**src/rtl/alu_ctrl_if.sv**
```systemverilog
// Instruction handshake and ALU operand/result bundle between alu_ctrl and its neighbours.
// The slave modport is the alu_ctrl side; the master modport is the instruction source plus the ALU.
interface alu_ctrl_if;
    logic        instr_valid;
    logic        instr_ready;
    logic [11:0] instr;
    logic [7:0]  alu_a;
    logic [7:0]  alu_b;
    logic [2:0]  alu_s;
    logic [7:0]  alu_out;

    modport master (
        output instr_valid, instr, alu_out,
        input  instr_ready, alu_a, alu_b, alu_s
    );

    modport slave (
        input  instr_valid, instr, alu_out,
        output instr_ready, alu_a, alu_b, alu_s
    );
endinterface

```
**src/rtl/alu_ctrl.sv**
```systemverilog
// Sequencing front end for the 8-bit combinational ALU: IDLE/EXEC/DONE, one instruction per 3 cycles.
// Define ALU_CTRL_FLAGS_EN to build the Z/N/C flag registers; otherwise the flags are tied to 0.
module alu_ctrl (
    input  logic             clk,
    input  logic             rst,
    alu_ctrl_if.slave        bus,
    output logic [7:0]       reg_a,
    output logic [7:0]       reg_b,
    output logic             done,
    output logic             illegal,
    output logic             flag_z,
    output logic             flag_n,
    output logic             flag_c
);
    localparam int WIDTH = 8;

    typedef enum logic [1:0] {IDLE, EXEC, DONE} state_t;

    state_t           state_q, state_d;
    logic [11:0]      ir_q, ir_d;
    logic [WIDTH-1:0] a_q, a_d;
    logic [WIDTH-1:0] b_q, b_d;
    logic [3:0]       opcode;
    logic [WIDTH-1:0] imm;

    assign opcode = ir_q[11:8];
    assign imm    = ir_q[7:0];
    assign reg_a  = a_q;
    assign reg_b  = b_q;

    // The destination register takes alu_out as-is; nothing is recomputed locally.
    always_comb begin
        state_d         = state_q;
        ir_d            = ir_q;
        a_d             = a_q;
        b_d             = b_q;
        bus.instr_ready = 1'b0;
        done            = 1'b0;
        illegal         = 1'b0;
        bus.alu_a       = a_q;
        bus.alu_b       = b_q;
        bus.alu_s       = 3'b000;
        unique case (state_q)
            IDLE: begin
                bus.instr_ready = 1'b1;
                if (bus.instr_valid) begin
                    ir_d    = bus.instr;
                    state_d = EXEC;
                end
            end
            EXEC: begin
                state_d = DONE;
                case (opcode)
                    4'd0: begin
                        bus.alu_a = '0;
                        bus.alu_b = imm;
                        a_d       = bus.alu_out;
                    end
                    4'd1: begin
                        bus.alu_a = '0;
                        bus.alu_b = imm;
                        b_d       = bus.alu_out;
                    end
                    4'd2: a_d = bus.alu_out;
                    4'd3: begin
                        bus.alu_s = 3'b001;
                        a_d       = bus.alu_out;
                    end
                    4'd4: begin
                        bus.alu_s = 3'b010;
                        a_d       = bus.alu_out;
                    end
                    4'd5: begin
                        bus.alu_s = 3'b011;
                        a_d       = bus.alu_out;
                    end
                    4'd6: begin
                        bus.alu_b = imm;
                        a_d       = bus.alu_out;
                    end
                    4'd7: begin
                        bus.alu_b = '0;
                        b_d       = bus.alu_out;
                    end
                    default: ;
                endcase
            end
            DONE: begin
                done    = 1'b1;
                illegal = opcode[3];
                state_d = IDLE;
            end
            default: state_d = IDLE;
        endcase
    end

    always_ff @(posedge clk) begin
        if (rst) begin
            state_q <= IDLE;
            ir_q    <= '0;
            a_q     <= '0;
            b_q     <= '0;
        end else begin
            state_q <= state_d;
            ir_q    <= ir_d;
            a_q     <= a_d;
            b_q     <= b_d;
        end
    end

`ifdef ALU_CTRL_FLAGS_EN
    logic         z_q, z_d;
    logic         n_q, n_d;
    logic         c_q, c_d;
    logic [WIDTH:0] sum;

    // Carry is the ninth bit of the local add; SUB reports borrow, logic ops clear it.
    always_comb begin
        z_d = z_q;
        n_d = n_q;
        c_d = c_q;
        sum = {1'b0, a_q} + {1'b0, (opcode == 4'd6) ? imm : b_q};
        if (state_q == EXEC && opcode >= 4'd2 && opcode <= 4'd6) begin
            z_d = (bus.alu_out == '0);
            n_d = bus.alu_out[WIDTH-1];
            case (opcode)
                4'd2, 4'd6: c_d = sum[WIDTH];
                4'd3:       c_d = (a_q < b_q);
                default:    c_d = 1'b0;
            endcase
        end
    end

    always_ff @(posedge clk) begin
        if (rst) begin
            z_q <= 1'b0;
            n_q <= 1'b0;
            c_q <= 1'b0;
        end else begin
            z_q <= z_d;
            n_q <= n_d;
            c_q <= c_d;
        end
    end

    assign flag_z = z_q;
    assign flag_n = n_q;
    assign flag_c = c_q;
`else
    assign flag_z = 1'b0;
    assign flag_n = 1'b0;
    assign flag_c = 1'b0;
`endif

endmodule

```
**src/flat_wrapper.sv**
```systemverilog
// flat-port wrapper written by rule: the top's interface ports become plain ports
module alu_ctrl_flat 
  (clk, rst, reg_a, reg_b, done, illegal, flag_z, flag_n, flag_c, bus_instr_valid, bus_instr, bus_alu_out, bus_instr_ready, bus_alu_a, bus_alu_b, bus_alu_s);
  alu_ctrl_if bus_i ();
  input  logic clk;
  input  logic rst;
  output logic [7:0] reg_a;
  output logic [7:0] reg_b;
  output logic done;
  output logic illegal;
  output logic flag_z;
  output logic flag_n;
  output logic flag_c;
  input wire logic [$bits(bus_i.instr_valid)-1:0] bus_instr_valid;
  input wire logic [$bits(bus_i.instr)-1:0] bus_instr;
  input wire logic [$bits(bus_i.alu_out)-1:0] bus_alu_out;
  output wire logic [$bits(bus_i.instr_ready)-1:0] bus_instr_ready;
  output wire logic [$bits(bus_i.alu_a)-1:0] bus_alu_a;
  output wire logic [$bits(bus_i.alu_b)-1:0] bus_alu_b;
  output wire logic [$bits(bus_i.alu_s)-1:0] bus_alu_s;
  assign bus_i.instr_valid = bus_instr_valid;
  assign bus_i.instr = bus_instr;
  assign bus_i.alu_out = bus_alu_out;
  assign bus_instr_ready = bus_i.instr_ready;
  assign bus_alu_a = bus_i.alu_a;
  assign bus_alu_b = bus_i.alu_b;
  assign bus_alu_s = bus_i.alu_s;
  alu_ctrl u_core (.clk(clk), .rst(rst), .bus(bus_i), .reg_a(reg_a), .reg_b(reg_b), .done(done), .illegal(illegal), .flag_z(flag_z), .flag_n(flag_n), .flag_c(flag_c));
endmodule
```
**config.mk**
```make
export PLATFORM = sky130hd
export DESIGN_NAME = alu_ctrl_flat
export DESIGN_NICKNAME = d
export VERILOG_FILES = /design/src/rtl/alu_ctrl_if.sv /design/src/rtl/alu_ctrl.sv /design/src/flat_wrapper.sv
export SDC_FILE = /design/constraint.sdc
export NUM_CORES = 1
export LEC_CHECK = 0
export ABC_AREA = 1
export BUFFER_PORTS_ARGS = -buffer_cell sky130_fd_sc_hd__buf_4
export CORE_MARGIN = 2
export CORE_UTILIZATION = 40
export DETAILED_ROUTE_END_ITERATION = 12
export HOLD_SLACK_MARGIN = 0.02
export PLACE_DENSITY = 0.68
export SLEW_MARGIN = 20
export SYNTH_ARGS = -nofsm -noshare
export SYNTH_HDL_FRONTEND = slang
export SYNTH_SLANG_ARGS = --single-unit
```
**constraint.sdc**
```tcl
create_clock -name clk -period 2.2 [get_ports clk]
set_input_delay 0.22 -clock clk [delete_from_list [all_inputs] [get_ports clk]]
set_output_delay 0.22 -clock clk [all_outputs]
set_load 0.1 [all_outputs]
```
Word-level counts from Yosys, hierarchy flattened --
Index checks and enable logic that the tools add are counted.
Cells by class: add/sub/neg operators 0, multipliers 0, div/mod/pow operators 0, magnitude comparators 0, equality and inequality tests 10, shifts and indexed selects 0, muxes and demuxes 11, bitwise gates (word level) 0, reduce and logical (&&, ||, !) cells 9
Operator list (number):
- $mux 8 | 3
- $eq 4x3->1 const B | 4
- $pmux 8 s2 | 1
- $eq 4x2->1 const B | 2
- $pmux 2 s3 | 1
- $reduce_and 2->1 | 3
- $reduce_or 6->1 | 1
- $eq 4x1->1 const B | 1
- $logic_not 4->1 | 1
- $pmux 2 s2 | 1
- $reduce_or 2->1 | 2
- $mux 1 | 3
- $mux 3 | 1
- $reduce_or 3->1 | 1
- $eq 2x1->1 const B | 1
- $eq 2x2->1 const B | 1
- $logic_not 2->1 | 1
- $mux 2 | 1
- $ne 2x2->1 const B | 1
Storage, ports and cells: register bits after elaboration 30, latch bits 0, RAM bits 0, ROM bits 0, output and inout bits 41, word-level logic and storage cells 34, memories 0

Logic depth before layout (Yosys ltp) --
word-level depth 4, gate-level depth with buffers 8

Worst setup path before layout --
OpenSTA, ideal clock, no wires.
path type reg2out, start register u_core.state_q[0], end output port bus_alu_s[1], arrival time 3.451 ns, data required time 1.980 ns, slack -1.471 ns, cell stages (with the launch flop) 5, buffers on the path 0, cells stage by stage dfxtp_1 -> inv_1 -> nor2_4 -> inv_1 -> nor4_1
On the way: cells in the longest elaborated chain, start to end 2
RTL lines:
- start: declaration | RTL line alu_ctrl.sv:19 | state_t state_q, state_d;
- start signal: assignment | RTL line alu_ctrl.sv:104 | state_q <= state_d;
- $eq 2x1->1 | RTL line alu_ctrl.sv:43 | unique case (state_q)
- $mux 3 | RTL line alu_ctrl.sv:43
- end: declaration | RTL line flat_wrapper.sv:20 | output wire logic [$bits(bus_i.alu_s)-1:0] bus_alu_s;
No other way between the ends.

Worst setup path in the final report --
start register u_core.ir_q[11], end output port bus_alu_a[2]
On the way: cells in the longest elaborated chain, start to end 4
RTL lines:
- start: declaration | RTL line alu_ctrl.sv:20 | logic [11:0] ir_q, ir_d;
- start signal: assignment | RTL line alu_ctrl.sv:105 | ir_q <= ir_d;
- $eq 4x1->1 or $logic_not 4->1 (tied branches) | RTL line alu_ctrl.sv:53 | case (opcode)
- $reduce_or 2->1 (no source line) (*)
- $mux 8 (*) | RTL line alu_ctrl.sv:53
- $mux 8 (*) | RTL line alu_ctrl.sv:43
- end: declaration | RTL line flat_wrapper.sv:18 | output wire logic [$bits(bus_i.alu_a)-1:0] bus_alu_a;
Mark *: on every way between the ends. The rest lies on a longest branch, timed or not.

==> flow_summary.toml <==
[status]
status = "finished clean"

[drt]
routed_wirelength_um = 3460
drtPass1Iterations = 5
drtAntennaViolNets = 0
vias = 1520
drc_errors = 0
detail_route.vias_per_cell = 4.54
avgRoutedWirePerCell_um = 10.3
drtIter0Drc = 65

[die]
die_height_um = 65.7
ios = 64
start_util_pct = 41.6
core_area_um2 = 3660
rows = 22
dieArea_um2 = 4310
die_w_um = 65.7

[sta]
drv_slew = 0
hold_viol_final = 0
fin_ws_ns = 0.300
rsz0062_at_grt = "false"
fmax_ghz = 0.526
setup_viol = 0
skew_ns = 0.00502
min_period_ns = 1.90
tightest_slew_ns = 0.516
slew_headroom_pct = 65.5
period_share_pct = 86.4

[power]
p_per_area_nw_per_um2 = 782
peakVddDrop_uv = 403
p_leak_nw = 1.01
power_mw = 1.61

[min_path]
hp-class = "primary input to flip-flop"
hold_path_startpoint = "rst"

[worst_setup_path]
path_class = "flip-flop to output port"
cp.required_ns = 1.98
cp-end-kind = "output port"
cp_slowest_cell = "nor2_2"
cp_num_buf_inv = 1
crit_start = "u_core.ir_q[11]"
crit_top_cell = "nor2_2"
max_stage_delay_ns = 0.44
critPathLaunchType = "flip-flop"
critical_path_peak_fanout = 8
critPathTopFamily = "simple AND/OR/NAND/NOR gates"
cp_cell_sequence = "nor2_2 > nand2_1 > nor2_2 > nor2_2 > buf_4"
arrival_ns = 1.68
critical_path.reg2reg.startpoint = "u_core.state_q[1]"

[cts]
h-tree-depth = 2
cts_buffers = 5
holdBufCountCts = 0
clk_pin_slew_ns = 0.06
insertion_delay_ns = 0.28
post-cts-setup-buffer-count = 0
cts_sinks = 30
cts_tree = "built"
clock_path_buffers = 2
cts_resized = 0
cts-root-buf = "clkbuf_8"

[yosys]
synth_edf_count = 0
synth_area_um2 = 1520
ys_warn_count = 0
synth_common_cells = "nor2_1 (48), nand2_1 (44), dfxtp_1 (30)"
yosysTopAreaCell = "dfxtp_1"
synth.top_cell.area_share_pct = 39.5
avgSynthCellArea_um2 = 6.70
ys_seq_area_share_pct = 39.5
ys_async_sr_fraction_pct = 0
yosys_most_used_dff = "dfxtp_1"
ys_types = 21
synth_most_common_cell = "nor2_1"
synth_cells = 227
yosys-top-cells-area = "dfxtp_1 (39%), nor2_1 (12%), nand2_1 (11%)"
ys_ff_latch = 30

[grt]
antenna_found_initial = 0
grt_pass1_wl_um = 5700
grt_max_degree = 33
overflow = 0
grt_pass1_vias = 1256
grt_use_total_pct = 17.2

[flow_run]
cap_violations = 0

[placed_design]
place.gp.congestion = 0.865
io_buffers = 59
dp_hpwl_um = 2630
place_ws_ns = 0.571

[final_layout]
fin_util_pct = 56.2
antenna_cells = 0
nets = 309
drive_above_1_share_pct = 30.7
area_growth_pct = 35.1
seq_area_um2 = 601
multi_input_area_um2 = 744
num-fill-cells = 390
[worst paths after layout]
kind | to | slack (ns) | cells after the start
setup / recovery | bus_alu_a[2] | 0.30 | 5
setup reg to reg | u_core.ir_q[0] | 0.70 | 5
hold reg to reg | u_core.ir_q[3] | 0.49 | 2
hold / removal | u_core.state_q[1] | 0.12 | 2
[state kept, by name, indices dropped and copies added, names as in the netlist]
register,cells
u_core.ir_q,12
u_core.reg_a,8
u_core.reg_b,8
u_core.state_q,2
[kinds of logic after synthesis]
kind of cell	after synthesis	share of synthesized area [%]
buffers and inverters	38	14.2
DFF	30	39.5
and+or+nand+nor	126	35.3
AOI/OAI and AO/OA	32	10.8
other	1	0.246
[report_power, final]
| group | leakage [nW] | internal (mW) | switching, mW |
|---|---|---|---|
| Sequential | 0.246 | 0.579 | 0.0270 |
| Clock | 0.0482 | 0.252 | 0.200 |
| Combinational | 0.720 | 0.125 | 0.424 |
| Total | 1.01 | 0.956 | 0.651 |
[stage by stage]
step / instance area [um^2] / std cells / hold WS [ns] / setup TNS, ns
2_1_floorplan: 1560 / 230 / 0.292 / -0.457
5_1_grt: 2060 / 335 / 0.106 / 0
6_report: 2060 / 335 / 0.117 / 0
4_1_cts: 2060 / 335 / 0.109 / 0
3_5_place_dp: 1960 / 327 / 0.410 / 0
3_3_place_gp: 1960 / 327 / 0.415 / 0
[layer usage]
layer / share of wire [%] / global-route usage [%]
met5: 0 / 0
met3: 8.4 / 6.16
met4: 1.8 / 7.81
met2: 42 / 25.1
met1: 48 / 22.5
[area by class of cell]
class                           instances  area share, %
Multi-Input combinational cell        162           36.2
Sequential cell                        30           29.2
Timing Repair Buffer                   62           22.6
Inverter                               25           4.56
Clock buffer                            7           4.20
Tap cell                               48           2.92
Clock inverter                          1          0.243
[placed cells by master, fill, tap and decap left out, drive strengths merged]
cell,instances
nand2,47
dfxtp,30
clkbuf,7
buf,62
o21ai,12
nor2,52
conb,4
nand3,25
a21oi,20
inv,23
and3,1
clkinv,3
nor4,1
(Power assumes the default switching activity.)
